==> config.mk <==
export PLATFORM = sky130hd
export DESIGN_NAME = daq_trig_responder
export DESIGN_NICKNAME = d
export VERILOG_FILES = /design/src/rtl/daq_trig_pkg.sv /design/src/rtl/sat_counter.sv /design/src/rtl/daq_trig_responder.sv
export SDC_FILE = /design/constraint.sdc
export NUM_CORES = 1
export LEC_CHECK = 0
export CORE_UTILIZATION = 51
export DETAILED_ROUTE_END_ITERATION = 12
export PLACE_DENSITY = 0.85
export SLEW_MARGIN = 0
export SYNTH_ARGS = -nofsm -noshare
export SYNTH_HDL_FRONTEND = slang
export SYNTH_SLANG_ARGS = --single-unit
==> constraint.sdc <==
create_clock -name clk -period 2.4 [get_ports clk]
set_input_delay 0.36 -clock clk [delete_from_list [all_inputs] [get_ports clk]]
set_output_delay 0.36 -clock clk [all_outputs]
set_load 0.01 [all_outputs]
==> src/rtl/daq_trig_pkg.sv <==
// Shared types and constants for the DAQ trigger responder.
package daq_trig_pkg;

    // Acquisition sequencer states.
    typedef enum logic [2:0] {
        StIdle,
        StDelay,
        StCapture,
        StReadout,
        StHoldoff
    } state_e;

    // Clocks spent low after readout; at least 4 so the divider's 3-flop sync sees a clean edge.
    localparam int unsigned HoldoffDefault = 16;

    // Width of the overrun counter.
    localparam int unsigned OvrCntW = 8;

endpackage

==> src/rtl/sat_counter.sv <==
// Saturating up-counter with synchronous clear; clear wins over increment.
module sat_counter
    import daq_trig_pkg::*;
#(
    parameter int unsigned WIDTH = OvrCntW
) (
    input  logic             clk,
    input  logic             rst_b,
    input  logic             inc,
    input  logic             clr,
    output logic [WIDTH-1:0] count
);

    logic [WIDTH-1:0] count_q, count_d;

    // Next count: clear, else increment unless already at all-ones.
    always_comb begin
        count_d = count_q;
        if (clr) begin
            count_d = '0;
        end else if (inc && (count_q != {WIDTH{1'b1}})) begin
            count_d = count_q + 1'b1;
        end
    end

    // Count register.
    always_ff @(posedge clk or negedge rst_b) begin
        if (!rst_b) begin
            count_q <= '0;
        end else begin
            count_q <= count_d;
        end
    end

    assign count = count_q;

endmodule

==> src/rtl/daq_trig_responder.sv <==
// Receiving end of the divider->DAQ trigger handshake: arm delay, capture window,
// readout request and holdoff before re-enabling the divider's trigger path.
module daq_trig_responder
    import daq_trig_pkg::*;
#(
    parameter int unsigned ADDR_W  = 9,
    parameter int unsigned DLY_W   = 8,
    parameter int unsigned HOLDOFF = HoldoffDefault,
    parameter int unsigned TAG_W   = 6
) (
    input  logic               clk,
    input  logic               rst_b,
    input  logic               trig_in,
    input  logic               strb_in,
    input  logic [TAG_W-1:0]   tag_in,
    input  logic               run,
    input  logic [DLY_W-1:0]   arm_dly,
    input  logic [ADDR_W-1:0]  win_len,
    input  logic               rd_ack,
    output logic               trig_rdy,
    output logic               cap_en,
    output logic [ADDR_W-1:0]  cap_addr,
    output logic               rd_req,
    output logic [TAG_W-1:0]   tag_out,
    output logic               strb_out,
    output logic [OvrCntW-1:0] ovr_cnt,
    output logic               abort
);

    localparam int unsigned HoldW = (HOLDOFF > 1) ? $clog2(HOLDOFF) : 1;

    state_e            state_q, state_d;
    logic [DLY_W-1:0]  dly_q, dly_d;
    logic [HoldW-1:0]  hold_q, hold_d;
    logic [ADDR_W-1:0] addr_q, addr_d;
    logic [ADDR_W-1:0] len_q, len_d;
    logic [TAG_W-1:0]  tag_q, tag_d;
    logic              strb_q, strb_d;
    logic              abort_q, abort_d;
    logic              trig_rdy_q, trig_rdy_d;
    logic              cap_en_q, cap_en_d;
    logic              rd_req_q, rd_req_d;
    logic              ovr_inc;

    // Any trigger seen outside IDLE is an overrun, whatever else happens this clock.
    assign ovr_inc = trig_in && (state_q != StIdle);

    // Sequencer next state; registered outputs are decoded from the next state.
    always_comb begin
        state_d = state_q;
        dly_d   = dly_q;
        hold_d  = hold_q;
        addr_d  = addr_q;
        len_d   = len_q;
        tag_d   = tag_q;
        strb_d  = strb_q;
        abort_d = abort_q;

        if (!run && (state_q != StIdle)) begin
            // Losing run while data is in flight leaves a sticky abort flag.
            if (state_q != StHoldoff) begin
                abort_d = 1'b1;
            end
            state_d = StIdle;
        end else begin
            case (state_q)
                StIdle: begin
                    if (trig_in && run) begin
                        tag_d   = tag_in;
                        strb_d  = strb_in;
                        abort_d = 1'b0;
                        addr_d  = '0;
                        len_d   = win_len;
                        if (arm_dly == '0) begin
                            state_d = StCapture;
                        end else begin
                            dly_d   = arm_dly;
                            state_d = StDelay;
                        end
                    end
                end
                StDelay: begin
                    if (dly_q == DLY_W'(1)) begin
                        state_d = StCapture;
                    end else begin
                        dly_d = dly_q - 1'b1;
                    end
                end
                StCapture: begin
                    // Address holds its last value once the window closes.
                    if (addr_q == len_q) begin
                        state_d = StReadout;
                    end else begin
                        addr_d = addr_q + 1'b1;
                    end
                end
                StReadout: begin
                    if (rd_ack) begin
                        hold_d  = HoldW'(HOLDOFF - 1);
                        state_d = StHoldoff;
                    end
                end
                StHoldoff: begin
                    if (hold_q == '0) begin
                        state_d = StIdle;
                    end else begin
                        hold_d = hold_q - 1'b1;
                    end
                end
                default: begin
                    state_d = StIdle;
                end
            endcase
        end

        trig_rdy_d = (state_d == StIdle) && run;
        cap_en_d   = (state_d == StCapture);
        rd_req_d   = (state_d == StReadout);
    end

    // State and output registers.
    always_ff @(posedge clk or negedge rst_b) begin
        if (!rst_b) begin
            state_q    <= StIdle;
            dly_q      <= '0;
            hold_q     <= '0;
            addr_q     <= '0;
            len_q      <= '0;
            tag_q      <= '0;
            strb_q     <= 1'b0;
            abort_q    <= 1'b0;
            trig_rdy_q <= 1'b0;
            cap_en_q   <= 1'b0;
            rd_req_q   <= 1'b0;
        end else begin
            state_q    <= state_d;
            dly_q      <= dly_d;
            hold_q     <= hold_d;
            addr_q     <= addr_d;
            len_q      <= len_d;
            tag_q      <= tag_d;
            strb_q     <= strb_d;
            abort_q    <= abort_d;
            trig_rdy_q <= trig_rdy_d;
            cap_en_q   <= cap_en_d;
            rd_req_q   <= rd_req_d;
        end
    end

    sat_counter #(
        .WIDTH(OvrCntW)
    ) u_ovr_cnt (
        .clk  (clk),
        .rst_b(rst_b),
        .inc  (ovr_inc),
        .clr  (1'b0),
        .count(ovr_cnt)
    );

    assign trig_rdy = trig_rdy_q;
    assign cap_en   = cap_en_q;
    assign cap_addr = addr_q;
    assign rd_req   = rd_req_q;
    assign tag_out  = tag_q;
    assign strb_out = strb_q;
    assign abort    = abort_q;

endmodule

# --- Word-level counts from Yosys, hierarchy flattened ---
# Index checks and enable logic that the tools add are counted.
classes:
  add_sub_neg: 4
  mux: 22
  n_div: 0
  eq_ne: 17
  multipliers: 0
  shift: 0
  reduce_logical: 21
  bitwise: 1
  n_lt_le_gt_ge: 0
ops:
  columns: ["cell", "n"]
  rows:
  - ["$mux 8", 3]
  - ["$mux 3", 6]
  - ["$mux 9", 2]
  - ["$pmux 9 s2", 1]
  - ["$pmux 8 s2", 1]
  - ["$pmux 3 s5", 1]
  - ["$eq 3x2->1 const B", 4]
  - ["$ne 2x2->1 const B", 6]
  - ["$reduce_bool 2->1", 5]
  - ["$add 9x1->9 const B", 1]
  - ["$eq 9x9->1", 1]
  - ["$add 8x1->8 const B", 1]
  - ["$eq 8x1->1 const B", 1]
  - ["$logic_not 8->1", 1]
  - ["$mux 4", 2]
  - ["$ne 8x8->1 const B", 1]
  - ["$pmux 4 s2", 1]
  - ["$reduce_and 4->1", 2]
  - ["$sub 8x1->8 const B", 1]
  - ["$logic_not 3->1", 2]
  - ["$reduce_and 3->1", 2]
  - ["$logic_and 1x1->1", 5]
  - ["$reduce_and 5->1", 1]
  - ["$logic_not 4->1", 1]
  - ["other kinds (10)", 13]
totals:
  rom_bits: 0
  latchBits: 0
  n_memories: 0
  ram_bits: 0
  wordCells: 77
  regBits: 52
  in_bits: 29
  output_inout_bits: 28

# --- Logic depth before layout (Yosys ltp) ---
# Gate-level depths: netlist (run 1).
depth:
  word_depth: 7
  mapped_depth: 8
  mapped_depth_nobuf: 7

# --- Hierarchy ---
# A second synthesis (run 1) with hierarchy kept.
unflattened:
  hier_cells: 308
  hier_area_um2: 2791.4
modules_own_cells:
  columns: ["mod", "instances", "seq_area_each_um2", "area_per_inst_um2", "cells_each"]
  rows:
  - ["daq_trig_responder", 1, 1101.1, 2327.2, 259]
  - ["sat_counter", 1, 200.2, 464.2, 49]

# --- Least setup slack after synthesis (run 1) ---
# No wires, ideal clock.
synth_timing:
  path_kind: "reg-to-reg"
  start: "register addr_q[1] (netlist: cap_addr[1])"
  end: "register addr_q[0] (netlist: cap_addr[0])"
  stages_incl_launch_ff: 8
  arrival_ns: 1.685
  period_less_slack_ns: 1.813
  required_ns: 2.273
  setup_slack_ns: 0.587
  setup_time_ns: 0.127
  n_path_buf: 2
  cell_sequence: "dfrtp_1 > xor2_1 > nor4_1 > and3_1 > buf_2 > buf_6 > nor2_1 > mux2_1"
synth_via:
  elab_chain_len: 3
synth_lines:
  columns: ["element", "line_no", "text"]
  rows:
  - ["start: declaration", "daq_trig_responder.sv:35", "logic [ADDR_W-1:0] addr_q, addr_d;"]
  - ["start signal: assignment", "daq_trig_responder.sv:139", "addr_q <= addr_d;"]
  - ["$eq 9x9->1", "daq_trig_responder.sv:91", "if (addr_q == len_q) begin"]
  - ["$ne 2x2->1 (no source line)", null, null]
  - ["$reduce_and 4->1 (no source line)", null, null]
# Every way passes these cells.
# A chain may end at the register's enable or synchronous reset.

# --- Worst setup path in the final report (run 1) ---
layout_timing:
  start: "register dly_q[1]"
  end: "register dly_q[3]"
layout_via:
  elab_chain_len: 3
  elab_cells_between_ends: 6
  cone_classes: "add/sub: 1; eq/ne: 2; mux: 2; reduce/logical: 1"
layout_lines:
  columns: ["element", "line_no", "text"]
  rows:
  - ["start: declaration", "daq_trig_responder.sv:33", "logic [DLY_W-1:0] dly_q, dly_d;"]
  - ["start signal: assignment", "daq_trig_responder.sv:137", "dly_q <= dly_d;"]
  - ["$sub 8x1->8 or $eq 8x1->1 (tied branches)", "daq_trig_responder.sv:86, daq_trig_responder.sv:83", null]
  - ["$mux 8 or $ne 2x2->1 (tied branches)", null, null]
  - ["$pmux 8 s2 or $reduce_and 5->1 (tied branches)", null, null]
# Parallel ways exist; a longest one is shown, timed or not. The select of a mux whose other input is x is not followed.

==> summary.txt, run 1 <==
Die
  • Die Wd: 74.4 um
  • Starting Density: between 50 and 60%
  • Full die area: roughly 0.0055 mm^2
  • I/O pins: 57
  • Num rows: 26
  • Die Height: 74.4 um
  • Core Footprint: between 0.005 and 0.006 mm^2

Timing
  • Setup TNS: 0 ps
  • Max Clock Freq: 474 MHz
  • Slew Limit Headroom: around three fifths
  • Max-slew violations: 0
  • RSZ-0062 raised after global routing: no
  • Actual slew at the worst max-slew pin: ~630 ps
  • Hold Vio Cnt, Final: 0
  • Fin crit period: ~2100 ps
  • Crit share post-route: between 80% and 90%
  • Final setup skew: 13.0 ps
  • Final setup violation count: 0

Synthesis
  • Library cells used by synthesis: 48
  • Synth area leaders: dfrtp_1, nand2_1, xor2_1
  • Synth Register Bits: 52
  • Synth Flop Type: dfrtp_1
  • YS warnings: 0
  • Mean Syn Cell Area: approximately 9.1 um^2
  • Register area share after synthesis: between 40% and 50%
  • Syn Inst Count: about 290
  • Mapped Nets: between 300 and 400
  • Number of synthesized flops with an enable pin: 0
  • Synth Area in Adders: between 2 and 2.5%
  • Async S/R FF share, synth: between 90% and 100%
  • Synth Cell Area: roughly 0.0027 mm^2
  • Synth top area share: 48.6%
  • Dominant cell type by area after synthesis: dfrtp_1
  • Post-synthesis compound-gate area fraction: a little over an eighth
  • Simple-gate portion of the synthesized area: approximately a quarter
  • Most common library cells after synthesis: nand2_1, dfrtp_1, a21oi_1
  • Top-count cell post-synth: nand2_1
  • Multiplexer share of the synthesized area: less than 1%
  • Post-synthesis xor/xnor area fraction: 5.24%
  • Main combinational cell family by area after synthesis: simple AND/OR/NAND/NOR gates

Place
  • Routability cong.: a little under 0.9
  • IO Port Bufs: 56
  • Dpl cells: around 420
  • Placed wire-length estimate: between 4000 and 5000 um

Drt
  • Wire length on met2: ~3000 um
  • Routed wire length: approximately 6000 um
  • DRC: 0
  • Wire per inst: ~14 um
  • Number of nets with antenna violations after routing: 0
  • DR top layer: met4
  • Vias: roughly 2,300
  • Met1 Routed Length: 2800 um
  • Via density: roughly 5.5
  • Met3 wire length: ~220 um
  • DR pass1 iterations: 4
  • Initial DRC Count: 111

CTS
  • Clock sinks: 52
  • CTS root buf: clkbuf_8
  • Htree depth: 2
  • CTS tree: yes
  • Inserted Clock Buffers: 5
  • Clock-pin transition on the worst setup and hold timing paths: ~100 ps
  • Hold buffer count at CTS: 0
  • Maximum root-to-sink buffer count: 2
  • Worst skew pair latency: 310 ps
  • Setup Buffers After CTS: 0
  • Post-CTS sizing: 0

Pwr
  • Leakage: around 1.6 nW
  • Power per cell area: 934 mW/mm^2
  • Worst vdd ir: approximately 0.58 mV

Layout
  • Layout Nets: between 300 and 400
  • Finished Layout Cells: around 420
  • Ant diodes: 0
  • Area Growth Syn to Fin: 27.8%
  • Share of post-route cells with drive strength above 1: roughly 7.6%

Worst setup path
  • CP Launch Type: register
  • WS Path Type: reg2reg
  • Reg2reg setup slack: approximately 290 ps
  • Setup crit end kind: register
  • Critical Path RT: about 2600 ps
  • CP Max Fanout: 9
  • Crit path DAT: about 2300 ps
  • Reg2reg start: dly_q[1]$_DFFE_PN0P_
  • Critical Path Source: dly_q[1]$_DFFE_PN0P_

Worst hold path
  • Hold Path Class: in2async

Global routing
  • First-pass GRT wire length: about 9800 um
  • Initial antenna violation count: 0
  • Grt ovf: 0
  • Vias in the first global route: between 2,000 and 2,500
  • Largest net degree at the start of global routing: 30
  • Total GRT Usage: about a quarter

Run status
  • Status: finished, final reports clean

Job
  • Max Cap Violations: 0
placed cells by master (no fill, tap or decap), drive strengths merged, types with 2 or more instances in the layout:
cell	synthesis	final
a21oi	20	20
a22oi	2	2
a31oi	3	3
and3	5	5
buf	8	10
clkbuf	5	5
clkdlybuf4s50	0	55
clkinv	0	2
dfrtp	52	52
ha	5	5
inv	8	9
nand2	67	67
nand2b	4	4
nand3	9	9
nand4	6	6
nor2	12	12
nor3	13	13
nor3b	5	5
nor4	4	4
o211ai	2	2
o21ai	16	16
o22ai	3	3
or3	11	11
or3b	2	2
xnor2	3	3
xor2	13	13
state kept, by name, indices dropped and copies added, names as in the netlist:
| signal | flops |
|---|---|
| cap_addr | 9 |
| len_q | 9 |
| dly_q | 8 |
| u_ovr_cnt.count | 8 |
| tag_out | 6 |
| hold_q | 4 |
| state_q | 3 |
| abort | 1 |
| cap_en | 1 |
| rd_req | 1 |
| strb_out | 1 |
| trig_rdy | 1 |
per-stage QoR:
stage	util, %	cell area [um^2]	power [mW]	setup slack [ps]	hold WS [ps]
final	67.4	3420	3.20	289	30.0
after global routing	67.4	3420	3.41	145	68.2
after floorplan	-	2680	2.18	587	64.4
after CTS	67.4	3420	3.21	333	43.6
after detailed placement	65.6	3330	2.69	193	387
after global placement	65.6	3330	2.63	298	388
power by group:
| group | switching [mW] | internal [mW] | leakage (nW) |
|---|---|---|---|
| clock | 0.303 | 0.210 | 0.0485 |
| sequential | 0.289 | 1.16 | 0.667 |
| combinational | 0.620 | 0.611 | 0.848 |
| total | 1.21 | 1.98 | 1.56 |
logic make-up (layout without fill, tap and decap cells):
kind of cell,Yosys count,count (layout)
DFF,52,52
AOI/OAI and AO/OA,56,56
muxes,1,1
xor gates and xnor gates,16,16
buffers and inverters,21,81
adders and majority gates,5,5
and+or+nand+nor,143,143
final cells by class:
class | count | area [um^2]
fill | 435 | 1660
sequential | 52 | 1300
multi-input combinational | 221 | 1270
timing repair buffer | 65 | 636
tap | 70 | 87.6
clock buffer | 5 | 68.8
inverter | 8 | 30.0
clock inverter | 3 | 22.5
critical path: stages, from the launching register on:
cell	delay, ps
dfrtp_1	390
inv_1	100
ha_1	150
nor4b_1	420
a21oi_2	140
o21ai_2	340
buf_4	220
a21oi_1	50
o22ai_1	210
path summary, 6_finish.rpt:
| check | end | depth (start not counted) |
|---|---|---|
| max in group asynchronous | dly_q[7]$_DFFE_PN0P_ | 2 |
| max reg2reg | dly_q[3]$_DFFE_PN0P_ | 8 |
| min in group clk | tag_out[5]$_DFFE_PN0P_ | 2 |
| min | cap_addr[3]$_DFFE_PN0P_ | 1 |
| max | dly_q[3]$_DFFE_PN0P_ | 8 |
| min reg2reg | tag_out[5]$_DFFE_PN0P_ | 2 |
metal layers:
metal,vias to the layer above,global-route usage [%]
li1,1141,-
met1,1141,31.0
met2,48,38.0
met3,6,4.88
met4,0,7.55
met5,-,0
Note: power is estimated with default switching activity, not from simulation.
==> run 2: changes to the inputs <==
- CORE_UTILIZATION: 51 -> 53
- CTS_BUF_LIST: default -> sky130_fd_sc_hd__clkbuf_8
- PLACE_DENSITY: 0.85 -> 0.88
==> run 2 against run 1 <==
Compared with the run above:
- critical path depth decreased by 2
- via count increased by 3.3%
- first-iteration DRC count increased by 62%
- largest cell class unchanged
- maximum frequency increased by 3.6%
- count of clock-buffer cells in the layout increased by 1
- combinational power about the same
- core utilization increased by 3.7 points
- highest routed layer unchanged
- largest power group unchanged
- worst hold slack improved by 130 ps
- clock skew decreased by 3.2 ps
- non-clock buffer count unchanged
==> summary.txt, run 2 (same netlist as run 1, synthesis figures left out) <==
Drt
  • Via density: 5.73 (+4.1%)
  • Wire per inst: 15.2 um (+6.6%)
  • Number of nets with antenna violations after routing: 0 (unchanged)
  • Initial DRC Count: 180 (+62%)
  • Wire length on met2: 3170 um (+7.3%)
  • Vias: 2,414 (+3.3%)
  • DR top layer: met4
  • DRC: 0 (unchanged)
  • DR pass1 iterations: 4 (unchanged)
  • Routed wire length: 6390 um (+5.8%)
  • Met1 Routed Length: 2790 um (about the same)
  • Met3 wire length: 290 um (+31%)

Worst setup path
  • Family with the most delay on the worst path: simple AND/OR/NAND/NOR gates
  • CP Max Fanout: 16 (+7)
  • Critical Path RT: 2650 ps (+30 ps)
  • Critical-path cell list: or4b_4 > a21oi_2 > o21ai_2 > buf_4 > or3_1 > nand3_1
  • Crit path DAT: 2290 ps (-50 ps)
  • Reg2reg setup slack: 360 ps (+70 ps)
  • Slowest-stage cell, CP: or4b_4
  • CP Buf/Inv Count: 1 (-1)
  • WP depth: 6 (-2)
  • Critical Path Source: state_q[1]$_DFF_PN0_
  • Worst R2R End: dly_q[0]$_DFFE_PN0P_
  • Setup crit end kind: register
  • WS Path Type: reg2reg
  • Reg2reg start: state_q[1]$_DFF_PN0_
  • CP Capture Point: dly_q[0]$_DFFE_PN0P_
  • CP Launch Type: register
  • Worst path max stage delay: 590 ps (+170 ps)
  • FF-to-FF path depth: 6 (-2)

Timing
  • Hold Vio Cnt, Final: 0 (unchanged)
  • Setup TNS: 0 ps (unchanged)
  • RSZ-0062 raised after global routing: no
  • Fin crit period: 2040 ps (-72.8 ps)
  • Final setup violation count: 0 (unchanged)
  • Crit share post-route: 84.9% (-3.0 points)
  • Actual slew at the worst max-slew pin: 687 ps (+61.0 ps)
  • Final setup margin: 362 ps (+72.8 ps)
  • Max-slew violations: 0 (unchanged)
  • Max Clock Freq: 491 MHz (+3.6%)
  • Hold WS: 161 ps (+131 ps)
  • Slew Limit Headroom: 54.1% (-4.1 points)
  • Final setup skew: 9.85 ps (-3.19 ps)

Die
  • Num rows: 25 (-3.8%)
  • Die Height: 73.1 um (-1.9%)
  • Core Footprint: 0.00479 mm^2 (-5.7%)
  • Starting Density: 55.9% (+3.2 points)
  • I/O pins: 57 (unchanged)
  • Full die area: 0.00534 mm^2 (-3.7%)
  • Die Wd: 73.1 um (-1.9%)

CTS
  • Worst skew pair latency: 310 ps (about the same)
  • Post-CTS sizing: 0 (unchanged)
  • Inserted Clock Buffers: 5 (unchanged)
  • CTS root buf: clkbuf_8
  • Hold buffer count at CTS: 0 (unchanged)
  • Clock sinks: 52 (unchanged)
  • CTS tree: yes
  • Htree depth: 2 (unchanged)
  • Setup Buffers After CTS: 0 (unchanged)
  • Clock-pin transition on the worst setup and hold timing paths: 90 ps (about the same)
  • Maximum root-to-sink buffer count: 2 (unchanged)

Job
  • Max Cap Violations: 0 (unchanged)

Layout
  • Ant diodes: 0 (unchanged)
  • Commonest non-fill, non-tap cell in the layout: nand2_1
  • Share of post-route cells with drive strength above 1: 7.06% (-0.56 points)
  • Most frequent cells in the layout: nand2_1, clkdlybuf4s50_1, dfrtp_1
  • Area Growth Syn to Fin: 27.1%
  • Layout Nets: 387 (unchanged)

Place
  • Pre-CTS setup slack: 184 ps (-8.97 ps)
  • IO Port Bufs: 56 (unchanged)
  • Placed wire-length estimate: 4500 um (+3.3%)
  • Routability cong.: 0.868 (-1.2%)

Global routing
  • Total GRT Usage: 26.3% (+3.0 points)
  • Largest net degree at the start of global routing: 53 (+77%)
  • Grt ovf: 0 (unchanged)
  • Vias in the first global route: 2,282 (+6.5%)
  • First-pass GRT wire length: 10,700 um (+9.1%)
  • Initial antenna violation count: 0 (unchanged)

Pwr
  • Sw Pwr: 1.21 mW (about the same)
  • Comb pwr share: 38.7% (+0.2 points)
  • Power per cell area: 945 mW/mm^2 (+1.1%)
  • Clock share of power: 15.8% (-0.2 points)
  • Pint: 2.00 mW (+0.94%)
  • Sw frac: 37.7% (-0.21 points)
  • Seq pwr share: 45.5% (about the same)
  • Leakage: 1.56 nW (about the same)
  • Worst vdd ir: 0.717 mV (+23%)

Worst hold path
  • Hold Path Class: in2async

Run status
  • Status: finished, final reports clean
[run 2: how the worst min path moves through the flow]
stage	start	to	slack, ps	depth (start not counted)
final	rst_b	dly_q[7]$_DFFE_PN0P_	160	2
after global routing	rst_b	cap_addr[5]$_DFFE_PN0P_	210	2
after CTS	rst_b	dly_q[7]$_DFFE_PN0P_	180	2
after detailed placement	tag_out[3]$_DFFE_PN0P_	tag_out[3]$_DFFE_PN0P_	460	2
after global placement	tag_out[2]$_DFFE_PN0P_	tag_out[2]$_DFFE_PN0P_	460	2
after floorplan	rst_b	abort$_DFFE_PN0P_	60	0
[run 2: through the flow]
stage	std cells	power [mW]	util, %	area, um^2
after global placement	413	2.62	69.2	3310
after detailed placement	413	2.70	69.2	3310
final	421	3.21	71.1	3400
after floorplan	294	2.18	-	2680
after CTS	421	3.21	71.1	3400
after global routing	421	3.43	71.1	3400
[run 2: final cells by class]
type / instances / area [um^2]
tap: 67 / 83.8
clock inverter: 2 / 7.51
clock buffer: 6 / 82.6
inverter: 8 / 30.0
fill: 347 / 1380
timing repair buffer: 65 / 623
sequential: 52 / 1300
multi-input combinational: 221 / 1270
[run 2: power by group through the flow]
stage | registers (mW) | clock network (mW) | logic (mW)
5_1_grt | 1.50 | 0.547 | 1.38
3_3_place_gp | 1.45 | 0 | 1.17
4_1_cts | 1.45 | 0.513 | 1.24
3_5_place_dp | 1.47 | 0 | 1.23
2_1_floorplan | 1.44 | 0 | 0.736
6_report | 1.46 | 0.507 | 1.24
[run 2: per-layer routing]
layer / vias to the layer above / track usage [%]
li1: 1147 / -
met1: 1174 / 34.9
met2: 77 / 43.2
met3: 16 / 4.70
met4: 0 / 9.59
met5: - / 0
[run 2: worst reg2reg max path: stages, from the launching register on]
cell	delay, ps
dfrtp_1	540
or4b_4	600
a21oi_2	170
o21ai_2	60
buf_4	180
or3_1	330
nand3_1	110
